===== config.mk =====
export PLATFORM = sky130hd
export DESIGN_NAME = bpred_table_sched_flat
export DESIGN_NICKNAME = d
export VERILOG_FILES = /design/src/rtl/bpred_pkg.sv /design/src/rtl/bpred_table_sched_if.sv /design/src/rtl/bpred_upd_fifo.sv /design/src/rtl/bpred_table_sched.sv /design/src/flat_wrapper.sv
export SDC_FILE = /design/constraint.sdc
export NUM_CORES = 1
export LEC_CHECK = 0
export ABC_AREA = 1
export CORE_MARGIN = 2
export CORE_UTILIZATION = 35
export DETAILED_ROUTE_END_ITERATION = 10
export DONT_BUFFER_PORTS = 1
export PLACE_DENSITY_LB_ADDON = 0.1
export REMOVE_ABC_BUFFERS = 1
export SLEW_MARGIN = 25
export SYNTH_ARGS = -nofsm -noshare
export SYNTH_HDL_FRONTEND = slang
export SYNTH_HIERARCHICAL = 1
export SYNTH_SLANG_ARGS = --single-unit

===== constraint.sdc =====
create_clock -name clk -period 6.5 [get_ports clk]
set_input_delay 1.3 -clock clk [delete_from_list [all_inputs] [get_ports clk]]
set_output_delay 1.3 -clock clk [all_outputs]
set_load 0.03 [all_outputs]

===== src/rtl/bpred_pkg.sv =====
// Shared definitions for the branch-predictor pattern-table scheduler.
// Holds the 2-bit counter encodings, the scheduler state enum and the
// saturating-counter update function used on read-modify-write.
package bpred_pkg;

    localparam logic [1:0] SNT = 2'b00;  // strongly not taken
    localparam logic [1:0] WNT = 2'b01;  // weakly not taken
    localparam logic [1:0] WT  = 2'b10;  // weakly taken
    localparam logic [1:0] ST  = 2'b11;  // strongly taken

    typedef enum logic [1:0] {
        S_INIT   = 2'd0,
        S_RUN    = 2'd1,
        S_UPD_WR = 2'd2
    } sched_state_e;

    // 2-bit saturating counter step toward the resolved outcome.
    function automatic logic [1:0] sat(input logic [1:0] v, input logic taken);
        logic [1:0] r;
        if (taken) begin
            r = (v == ST) ? ST : v + 2'd1;
        end else begin
            r = (v == SNT) ? SNT : v - 2'd1;
        end
        return r;
    endfunction

endpackage


===== src/rtl/bpred_table_sched_if.sv =====
// Bus bundle between the pattern-table scheduler and its neighbours.
// Groups the fetch lookup port (lk_*), the memory-stage update port (up_*),
// the init status and the single-port table RAM port (mem_*).
//   slave  : view taken by bpred_table_sched
//   master : view taken by the surrounding pipeline / RAM
interface bpred_table_sched_if #(
    parameter int IDX_W = 10
);
    logic             lk_req;
    logic [IDX_W-1:0] lk_idx;
    logic             lk_gnt;
    logic             lk_rvalid;
    logic [1:0]       lk_rdata;
    logic             up_valid;
    logic [IDX_W-1:0] up_idx;
    logic             up_taken;
    logic             up_ready;
    logic             init_busy;
    logic             mem_en;
    logic             mem_we;
    logic [IDX_W-1:0] mem_addr;
    logic [1:0]       mem_wdata;
    logic [1:0]       mem_rdata;

    modport slave (
        input  lk_req, lk_idx, up_valid, up_idx, up_taken, mem_rdata,
        output lk_gnt, lk_rvalid, lk_rdata, up_ready, init_busy,
               mem_en, mem_we, mem_addr, mem_wdata
    );

    modport master (
        output lk_req, lk_idx, up_valid, up_idx, up_taken, mem_rdata,
        input  lk_gnt, lk_rvalid, lk_rdata, up_ready, init_busy,
               mem_en, mem_we, mem_addr, mem_wdata
    );
endinterface


===== src/rtl/bpred_upd_fifo.sv =====
// Synchronous FIFO holding pending predictor updates in arrival order.
// Ports: clk, rst (sync, active-high), push_i/wdata_i, pop_i, rdata_o (head),
// full_o, empty_o, count_o. DEPTH must be a power of two, >= 2, so the
// pointers wrap naturally.
module bpred_upd_fifo #(
    parameter int W     = 11,
    parameter int DEPTH = 4
) (
    input  logic                     clk,
    input  logic                     rst,
    input  logic                     push_i,
    input  logic [W-1:0]             wdata_i,
    input  logic                     pop_i,
    output logic [W-1:0]             rdata_o,
    output logic                     full_o,
    output logic                     empty_o,
    output logic [$clog2(DEPTH):0]   count_o
);
    localparam int AW = $clog2(DEPTH);

    logic [W-1:0]  mem_q [DEPTH];
    logic [AW-1:0] wptr_q;
    logic [AW-1:0] rptr_q;
    logic [AW:0]   count_q;
    logic          do_push_s;
    logic          do_pop_s;

    assign full_o    = (count_q == (AW+1)'(DEPTH));
    assign empty_o   = (count_q == '0);
    assign count_o   = count_q;
    assign rdata_o   = mem_q[rptr_q];
    assign do_pop_s  = pop_i & ~empty_o;
    // A pop in the same cycle frees the slot the push lands in.
    assign do_push_s = push_i & (~full_o | do_pop_s);

    // Pointer and occupancy tracking.
    always_ff @(posedge clk) begin
        if (rst) begin
            wptr_q  <= '0;
            rptr_q  <= '0;
            count_q <= '0;
        end else begin
            if (do_push_s) begin
                wptr_q <= wptr_q + AW'(1);
            end
            if (do_pop_s) begin
                rptr_q <= rptr_q + AW'(1);
            end
            if (do_push_s && !do_pop_s) begin
                count_q <= count_q + (AW+1)'(1);
            end else if (!do_push_s && do_pop_s) begin
                count_q <= count_q - (AW+1)'(1);
            end
        end
    end

    // Entry storage; contents are don't-care until written.
    always_ff @(posedge clk) begin
        if (do_push_s) begin
            mem_q[wptr_q] <= wdata_i;
        end
    end

endmodule


===== src/rtl/bpred_table_sched.sv =====
// Scheduler / port arbiter for the 2-bit branch pattern table held in an
// external single-port synchronous RAM.
//   - After reset sweeps every entry to INIT_VAL (init_busy high).
//   - Grants fetch lookups (lk_gnt combinational, lk_rvalid one cycle later,
//     lk_rdata straight from mem_rdata).
//   - Queues resolved-branch updates and retires them in order as a
//     read cycle followed by a write of the saturated counter.
// Ports: clk, rst (sync, active-high), bus (bpred_table_sched_if.slave).
module bpred_table_sched
    import bpred_pkg::*;
#(
    parameter int         IDX_W      = 10,
    parameter int         FIFO_DEPTH = 4,
    parameter logic [1:0] INIT_VAL   = 2'b10
) (
    input  logic                 clk,
    input  logic                 rst,
    bpred_table_sched_if.slave   bus
);
    localparam int CW = $clog2(FIFO_DEPTH) + 1;
    localparam int EW = IDX_W + 1;

    sched_state_e     state_q;
    sched_state_e     cur_state_s;
    logic [IDX_W-1:0] sweep_q;
    logic [IDX_W-1:0] cur_sweep_s;
    logic             lk_rvalid_q;
    logic             issue_upd_s;
    logic             lk_gnt_s;
    logic             up_ready_s;
    logic             init_busy_s;
    logic             mem_en_s;
    logic             mem_we_s;
    logic [IDX_W-1:0] mem_addr_s;
    logic [1:0]       mem_wdata_s;
    logic             fifo_push_s;
    logic             fifo_pop_s;
    logic             fifo_full_s;
    logic             fifo_empty_s;
    logic [CW-1:0]    fifo_count_s;
    logic [EW-1:0]    head_s;
    logic [IDX_W-1:0] head_idx_s;
    logic             head_taken_s;

    assign head_idx_s   = head_s[EW-1:1];
    assign head_taken_s = head_s[0];
    assign fifo_push_s  = bus.up_valid & up_ready_s;
    assign fifo_pop_s   = (state_q == S_UPD_WR);

    bpred_upd_fifo #(
        .W     (EW),
        .DEPTH (FIFO_DEPTH)
    ) u_fifo (
        .clk     (clk),
        .rst     (rst),
        .push_i  (fifo_push_s),
        .wdata_i ({bus.up_idx, bus.up_taken}),
        .pop_i   (fifo_pop_s),
        .rdata_o (head_s),
        .full_o  (fifo_full_s),
        .empty_o (fifo_empty_s),
        .count_o (fifo_count_s)
    );

    // Port arbitration. While rst is high the outputs already show the
    // first sweep cycle, so a half-finished read-modify-write never writes.
    always_comb begin
        cur_state_s = rst ? S_INIT : state_q;
        cur_sweep_s = rst ? '0 : sweep_q;
        mem_en_s    = 1'b0;
        mem_we_s    = 1'b0;
        mem_addr_s  = '0;
        mem_wdata_s = 2'b00;
        lk_gnt_s    = 1'b0;
        issue_upd_s = 1'b0;
        case (cur_state_s)
            S_INIT: begin
                mem_en_s    = 1'b1;
                mem_we_s    = 1'b1;
                mem_addr_s  = cur_sweep_s;
                mem_wdata_s = INIT_VAL;
            end
            S_RUN: begin
                // Updates yield to lookups until the queue is full.
                if (fifo_full_s || (!fifo_empty_s && !bus.lk_req)) begin
                    issue_upd_s = 1'b1;
                    mem_en_s    = 1'b1;
                    mem_addr_s  = head_idx_s;
                end else if (bus.lk_req) begin
                    lk_gnt_s    = 1'b1;
                    mem_en_s    = 1'b1;
                    mem_addr_s  = bus.lk_idx;
                end else begin
                    mem_en_s    = 1'b0;
                end
            end
            S_UPD_WR: begin
                mem_en_s    = 1'b1;
                mem_we_s    = 1'b1;
                mem_addr_s  = head_idx_s;
                mem_wdata_s = sat(bus.mem_rdata, head_taken_s);
            end
            default: begin
                mem_en_s    = 1'b0;
            end
        endcase
        init_busy_s = (cur_state_s == S_INIT);
        up_ready_s  = !init_busy_s && (fifo_count_s < CW'(FIFO_DEPTH));
    end

    // Scheduler FSM, sweep counter and lookup-valid register.
    always_ff @(posedge clk) begin
        if (rst) begin
            state_q     <= S_INIT;
            sweep_q     <= '0;
            lk_rvalid_q <= 1'b0;
        end else begin
            lk_rvalid_q <= lk_gnt_s;
            case (state_q)
                S_INIT: begin
                    sweep_q <= sweep_q + IDX_W'(1);
                    if (sweep_q == '1) begin
                        state_q <= S_RUN;
                    end
                end
                S_RUN: begin
                    if (issue_upd_s) begin
                        state_q <= S_UPD_WR;
                    end
                end
                S_UPD_WR: begin
                    state_q <= S_RUN;
                end
                default: begin
                    state_q <= S_INIT;
                end
            endcase
        end
    end

    assign bus.lk_gnt    = lk_gnt_s;
    assign bus.lk_rvalid = lk_rvalid_q;
    assign bus.lk_rdata  = bus.mem_rdata;
    assign bus.up_ready  = up_ready_s;
    assign bus.init_busy = init_busy_s;
    assign bus.mem_en    = mem_en_s;
    assign bus.mem_we    = mem_we_s;
    assign bus.mem_addr  = mem_addr_s;
    assign bus.mem_wdata = mem_wdata_s;

endmodule


===== src/flat_wrapper.sv =====
// flat-port wrapper written by rule: the top's interface ports become plain ports
module bpred_table_sched_flat import bpred_pkg::*;
#(
    parameter int         IDX_W      = 10,
    parameter int         FIFO_DEPTH = 4,
    parameter logic [1:0] INIT_VAL   = 2'b10
)
  (clk, rst, bus_lk_req, bus_lk_idx, bus_up_valid, bus_up_idx, bus_up_taken, bus_mem_rdata, bus_lk_gnt, bus_lk_rvalid, bus_lk_rdata, bus_up_ready, bus_init_busy, bus_mem_en, bus_mem_we, bus_mem_addr, bus_mem_wdata);
  bpred_table_sched_if #(.IDX_W(IDX_W)) bus_i ();
  input  logic clk;
  input  logic rst;
  input wire logic [$bits(bus_i.lk_req)-1:0] bus_lk_req;
  input wire logic [$bits(bus_i.lk_idx)-1:0] bus_lk_idx;
  input wire logic [$bits(bus_i.up_valid)-1:0] bus_up_valid;
  input wire logic [$bits(bus_i.up_idx)-1:0] bus_up_idx;
  input wire logic [$bits(bus_i.up_taken)-1:0] bus_up_taken;
  input wire logic [$bits(bus_i.mem_rdata)-1:0] bus_mem_rdata;
  output wire logic [$bits(bus_i.lk_gnt)-1:0] bus_lk_gnt;
  output wire logic [$bits(bus_i.lk_rvalid)-1:0] bus_lk_rvalid;
  output wire logic [$bits(bus_i.lk_rdata)-1:0] bus_lk_rdata;
  output wire logic [$bits(bus_i.up_ready)-1:0] bus_up_ready;
  output wire logic [$bits(bus_i.init_busy)-1:0] bus_init_busy;
  output wire logic [$bits(bus_i.mem_en)-1:0] bus_mem_en;
  output wire logic [$bits(bus_i.mem_we)-1:0] bus_mem_we;
  output wire logic [$bits(bus_i.mem_addr)-1:0] bus_mem_addr;
  output wire logic [$bits(bus_i.mem_wdata)-1:0] bus_mem_wdata;
  assign bus_i.lk_req = bus_lk_req;
  assign bus_i.lk_idx = bus_lk_idx;
  assign bus_i.up_valid = bus_up_valid;
  assign bus_i.up_idx = bus_up_idx;
  assign bus_i.up_taken = bus_up_taken;
  assign bus_i.mem_rdata = bus_mem_rdata;
  assign bus_lk_gnt = bus_i.lk_gnt;
  assign bus_lk_rvalid = bus_i.lk_rvalid;
  assign bus_lk_rdata = bus_i.lk_rdata;
  assign bus_up_ready = bus_i.up_ready;
  assign bus_init_busy = bus_i.init_busy;
  assign bus_mem_en = bus_i.mem_en;
  assign bus_mem_we = bus_i.mem_we;
  assign bus_mem_addr = bus_i.mem_addr;
  assign bus_mem_wdata = bus_i.mem_wdata;
  bpred_table_sched #(.IDX_W(IDX_W), .FIFO_DEPTH(FIFO_DEPTH), .INIT_VAL(INIT_VAL)) u_core (.clk(clk), .rst(rst), .bus(bus_i));
endmodule

# Word-level counts from Yosys, hierarchy flattened
# Memory sizes are Yosys's and may differ from the RTL's. A register that Yosys moved wholly into a read port is not among the register bits.
# Index checks and enable logic that the tools add are counted.
# totals
ram_bits	44
reg_bits	20
out_inout_bits	20
memories	1
# memory_table
memory	words	word_bits	rd	rd_ports_with_merged_regs	wr	line_no	text
u_core.u_fifo.mem_q	4	11	1	1	1	bpred_upd_fifo.sv:21	logic [W-1:0] mem_q [DEPTH];
# op_classes
eq_ne	9
n_mux	26
magnitude_cmp	1
bitwise_logic	6
add_sub_neg	7
reduce_logical	17
# op_table
op	count
$mux W10	3
$pmux W10 S3	1
$mux W2	8
$add A10 B1 Y10 const B	1
$eq A10 B10 Y1 const B	1
$mux W1	9
$add A2 B1 Y2 const B	3
$eq A2 B2 Y1 const B	3
$logic_not A2 Y1	3
$mux W3	2
$pmux W2 S3	1
$logic_not A1 Y1	5
$eq A2 B1 Y1 const B	2
$logic_and A1 B1 Y1	4
$ne A2 B1 Y1 const B	2
$pmux W2 S2	1
$add A3 B1 Y3 const B	1
$and A1 B1 Y1	3
$eq A3 B3 Y1 const B	1
$logic_not A3 Y1	1
$lt A3 B3 Y1 const B	1
$sub A3 B1 Y3 const B	1
$not A1 Y1	2
$pmux W1 S2	1
other kinds (6)	6

# Logic depth before layout (Yosys ltp)
# Gate-level depths: netlist of the first run.
# depth
depth_word	10
mapped_depth	16

# Cells and area by module
# The synthesis of the first run kept the hierarchy.
# by_module_without_submodules
module	area_each_um2	cells_each	n_inst
bpred_upd_fifo	2169.6	179	1
bpred_table_sched	937.1	146	1

# Worst setup path after synthesis of the first run
# OpenSTA, ideal clock, no wires.
# synth_path
path_kind	input to output
startpoint	input rst
endpoint	output bus_mem_wdata[0]
cell_stages	3
slack_ns	2.962
required_ns	5.200
arrival_ns	2.238
n_path_buf	0
path_cell_list	nor2_4 > nand2_2 > a211oi_1
# synth_between
elab_chain_len	3
# synth_lines
item	line_no	text
from (decl)	flat_wrapper.sv:11	input logic rst;
$mux W2 *	bpred_table_sched.sv:68	cur_state_s = rst ? S_INIT : state_q;
$eq A2 B2 Y1 or $logic_not A2 Y1 (tied branches)	bpred_table_sched.sv:76	case (cur_state_s)
$pmux W2 S2 *	bpred_table_sched.sv:76	
to (decl)	flat_wrapper.sv:26	output wire logic [$bits(bus_i.mem_wdata)-1:0] bus_mem_wdata;
# Mark *: on every way between the ends. The rest lies on a longest branch, timed or not.

# Final worst setup path of the first run
# layout_path
startpoint	input rst
endpoint	output bus_mem_addr[4]
# layout_between
elab_chain_len	3
# layout_lines
item	line_no	text
$mux W2	bpred_table_sched.sv:68	
$eq A2 B2 Y1, or another cell as far along	bpred_table_sched.sv:76	
$pmux W10 S3 *	bpred_table_sched.sv:76	
to (decl)	flat_wrapper.sv:25	output wire logic [$bits(bus_i.mem_addr)-1:0] bus_mem_addr;
# Marked as above.

==> results.ini, run 1 <==
[synthesis]
synth_top_area_share_pct=42.5
avgSynthCellArea_sq_um=9.56
netlist_top_cells_area=edfxtp_1, dfxtp_1, nand2_1
synth-async-reset-ratio_pct=0
synth.largest_area_cell=edfxtp_1
synth_warnings=6
synthCells=325
ys_types=31
ys_seq_elements=66
ys_seq_area_share_pct=56.7
synth_edf_count=44
synth_ff_type=edfxtp_1
synthesis.area_sq_um=3110

[cts]
htree_num_levels=3
cts_buffers=9
cts_tree=done
cts-root-buf=clkbuf_8
cts_sinks=66
cts_buffer_depth=2
clk_pin_slew_ns=0.08
cts_setup_buffers=0
cts_resized=0
ctsHoldBuffers=0
clkLatencyLatePin_ns=0.34

[place]
gp_congestion=0.767
place_hpwl_mm=4.72
placed_area_sq_um=3180
io_buffer_count=0

[power]
power.density_nw_per_um2=229
p_leak_uw=0.00124
power_uw=772
peakVddDrop_mv=0.0832

[setup_path]
startpoint=rst
worstSetupPathType=input port to output pin
cp-start-kind=input port
reg2reg_from=u_core/state_q[0]
path_max_fanout=13
slowest_stage=nor3_4
path_cells=inv_2, nand2_4, nor3_4, nand2_1, o211ai_1
cp_num_buf_inv=1
critPathTopFamily=simple AND/OR/NAND/NOR gates
cpPeakStageDelay_ns=0.68
cp.required_ns=5.20
arrival_ns=2.81
cp-end-kind=output pin

[floorplan]
num_rows=34
fp.dieH_um=98.2
dieWidth_um=98.2
core_region_area_sq_um=8680
io_pins=47
start_util_pct=35.8
dieArea_sq_um=9650

[job]
drv_cap=0

[final_layout]
drive_gt1_share_pct=13.2
seq_area_sq_um=1760
design_area_sq_um=3370
fillers=906
antenna_cells=0
final_common_cell=nand2_1
layout_common_cells=nand2_1, nor2_1, edfxtp_1
num-nets-final=363
multiInputGateArea_sq_um=1100
area_growth_pct=8.42

[timing]
setup_viol=0
rsz0062_at_grt=no
hold_violations=0
period_needed_ns=4.11
tightest_slew_ns=0.828
fin_skew_ns=0.00608
hold_ws_ns=0.493
post-route-period-util_pct=63.2
max_freq_mhz=243
slew_viol_final=0
fin_setup_tns_ns=0
relSlewSlack_pct=44.7

[route]
postRouteAntennaNets=0
vias=2110
wire_per_inst_um=15.4
drt_iter0_drc=120
drc=0
first_pass_iters=6
viasPerCell=4.77
routed_wl_mm=6.80

[global_route]
grt_pass1_wl_mm=11.1
grt_pass1_vias=2124
antenna_found_initial=0
grt_overflow=0
track_usage_pct=15.1
grt_max_degree=24

[hold_path]
hp-start=u_core/sweep_q[4]
hold_class=flop to flop

[status]
status=complete, no violations

-- worst register-to-register path, stage by stage, from the launching register on --
cell and delay [ns]:
dfxtp_1 0.41, nand2_4 0.14, inv_1 0.14, nor2_2 0.12, nor3b_1 0.48, nand2_1 0.23
inv_1 0.11, ha_1 0.18, inv_1 0.07, fa_1 0.38, inv_1 0.07, nand2_1 0.05
nand3_1 0.08, nand2_1 0.05, nand2_1 0.05, nor2_1 0.03
-- Yosys cell counts, types with 2 or more instances --
cell	number
a21oi_1	10
buf_2	3
buf_4	3
buf_6	4
dfxtp_1	22
edfxtp_1	44
ha_1	6
inv_1	37
inv_2	4
inv_4	2
nand2_1	52
nand2_2	3
nand2_4	6
nand3_1	13
nand4_1	2
nor2_1	47
nor2_2	2
nor2_4	3
nor3_1	4
o211ai_1	8
o21ai_0	16
o21ai_1	15
o22ai_1	11
-- registers in the layout, indices dropped and copies added (netlist names), named ones only --
| register | count |
|---|---|
| u_core/u_fifo/mem_q | 44 |
| u_core/sweep_q | 10 |
| u_core/u_fifo/count_o | 3 |
| u_core/state_q | 2 |
| u_core/u_fifo/rptr_q | 2 |
| u_core/u_fifo/wptr_q | 2 |
| u_core/bus.lk_rvalid | 1 |
-- final timing paths --
kind,end,slack (ns),cells after the start
max,bus_mem_addr[4],2.39,5
min,u_core/sweep_q[4],0.49,2
min reg2reg,u_core/sweep_q[4],0.49,2
max reg2reg,u_core/u_fifo/count_o[2],3.80,15
-- cell families (layout without fill, tap and decap cells) --
kind of cell	after synthesis	in the layout	synth area share [%]
flops	66	66	56.7
compound gates	63	63	11.5
fa+ha+maj	7	7	3.06
simple gates	135	135	20.5
xor+xnor	1	1	0.282
buf+inv	53	62	8.01
-- metrics by stage --
| stage | instances | setup WS (ns) | utilization (%) |
|---|---|---|---|
| final | 442 | 2.39 | 38.8 |
| after global routing | 442 | 2.21 | 38.8 |
| after CTS | 442 | 2.32 | 38.7 |
| after detailed placement | 426 | 2.33 | 36.7 |
| after global placement | 426 | 2.41 | 36.7 |
| after floorplan | 315 | 2.71 | - |
-- report_power, final --
group | internal [uW] | switching, uW | total [uW]
sequential | 448 | 1.50 | 449
clock | 141 | 170 | 310
combinational | 3.42 | 8.70 | 12.1
-- final cells by class --
type | count | share of cell area, %
Sequential cell | 66 | 52.3
Multi-Input combinational cell | 206 | 32.8
Inverter | 43 | 4.94
Tap cell | 108 | 4.01
Clock buffer | 9 | 3.68
Clock inverter | 7 | 1.63
Timing Repair Buffer | 3 | 0.669
-- layer usage --
metal	track usage [%]	routed length (um)	vias to the layer above
li1	-	-	1102
met3	3.87	339	10
met5	0	0	-
met1	19.5	3320	953
met4	6.95	125	0
met2	23.8	3010	45
(Power assumes the default switching activity.)
==> run 2, diff against run 1 <==
clock period = 3.95 ns   (was 6.5 ns; I/O delays follow)
==> results.ini, run 2 (synthesis gave the netlist of run 1 again) <==
[status]
status=complete, no violations

[floorplan]
fp.dieH_um=98.2
core_region_area_sq_um=8680
dieArea_sq_um=9650
start_util_pct=35.8
io_pins=47
num_rows=34
dieWidth_um=98.2

[place]
place_hpwl_mm=4.76
gp_congestion=0.779
placed_area_sq_um=3210
io_buffer_count=0

[power]
p_sw_uw=283
comb_power_share_pct=1.4
peakVddDrop_mv=0.157
intPower_uw=1100
clkPwrFrac_pct=45.0
power.density_nw_per_um2=402
p_sw_share_pct=20.5
p_leak_uw=0.00128
pwr-share-seq_pct=53.6

[global_route]
grt_overflow=0
track_usage_pct=15.0
grt_pass1_vias=2131
grt_max_degree=23
grt_pass1_wl_mm=11.0
antenna_found_initial=0

[final_layout]
area_growth_pct=10.4
design_area_sq_um=3430
max_flop_register=u_core/u_fifo/mem_q
layout_common_cells=nand2_1, nor2_1, edfxtp_1
num-nets-final=367
final_util_pct=39.5
fillers=921
drive_gt1_share_pct=13.3
final_common_cell=nand2_1
antenna_cells=0
multiInputGateArea_sq_um=1100
largest_reg_flops=44
seq_area_sq_um=1760

[cts]
cts_sinks=66
clkLatencyLatePin_ns=0.34
cts-root-buf=clkbuf_8
cts_resized=0
cts_buffer_depth=2
htree_num_levels=3
cts_buffers=9
cts_tree=done
cts_setup_buffers=0
ctsHoldBuffers=0
clk_pin_slew_ns=0.07

[timing]
hold_violations=0
relSlewSlack_pct=46.9
fin_setup_tns_ns=0
post-route-period-util_pct=78.8
slew_viol_final=0
fin_skew_ns=0.00769
setup_viol=0
rsz0062_at_grt=no
period_needed_ns=3.11
max_freq_mhz=321
hold_ws_ns=0.478
tightest_slew_ns=0.794

[hold_path]
min_path_cells=2
hold_class=flop to flop
hp-start=u_core/sweep_q[6]
holdPathEnd=u_core/sweep_q[6]

[setup_path]
path_max_fanout=12
r2r_slack_ns=1.32
cp.required_ns=3.16
worstSetupPathType=flop to output pin
reg2regPathDepth=15
cp-start-kind=flop
cp-end-kind=output pin
reg2reg_from=u_core/state_q[0]
r2r_end=u_core/u_fifo/count_o[2]
arrival_ns=2.32

[route]
drc=0
postRouteAntennaNets=0
viasPerCell=4.82
drt_iter0_drc=72
vias=2150
routed_wl_mm=6.73
wire_per_inst_um=15.1
first_pass_iters=4

[job]
drv_cap=0

run 2: stage by stage:
step,total power (uW),setup WS (ns),instances
2_1_floorplan,771,1.04,315
3_3_place_gp,776,0.843,430
3_5_place_dp,775,0.753,430
4_1_cts,1400,0.760,446
5_1_grt,1430,0.550,446
6_report,1380,0.837,446
run 2: worst max path at each step:
stage               cells past startpoint                       end  start
floorplan                              16  u_core/u_fifo/count_o[2]    rst
global placement                       16  u_core/u_fifo/count_o[2]    rst
detailed placement                     16  u_core/u_fifo/count_o[2]    rst
CTS                                     5          bus_mem_wdata[1]   flop
global route                            5          bus_mem_wdata[1]   flop
finish                                  5          bus_mem_wdata[1]   flop
run 2: routing by layer:
layer,vias up,part of all wire [%],track usage [%]
met4,0,1.4,5.37
li1,1102,-,-
met1,989,45,18.7
met5,-,0,0
met2,51,46,23.6
met3,8,8.1,6.23
run 2: cell type report:
| type | instances | area share [%] |
|---|---|---|
| flip-flops and latches | 66 | 51.4 |
| multi-input cells | 206 | 32.0 |
| repair buffers | 7 | 1.53 |
| inverters | 43 | 4.85 |
| clock buffers | 9 | 3.61 |
| well taps | 108 | 3.94 |
| clock inverters | 7 | 2.74 |
run 2: power groups by stage:
| stage | Sequential [uW] | Clock, uW | Combinational, uW |
|---|---|---|---|
| 5_1_grt | 740 | 664 | 22.4 |
| 2_1_floorplan | 755 | 0 | 16.2 |
| 3_5_place_dp | 755 | 0 | 20.1 |
| 3_3_place_gp | 755 | 0 | 20.7 |
| 6_report | 740 | 620 | 19.8 |
| 4_1_cts | 739 | 637 | 20.1 |
run 2: worst max-delay path, stage by stage, from the launching register on:
cell	delay, ns
dfxtp_1	0.46
inv_1	0.38
o21ai_0	0.15
o22ai_1	0.23
nand2_1	0.12
a31oi_1	0.63
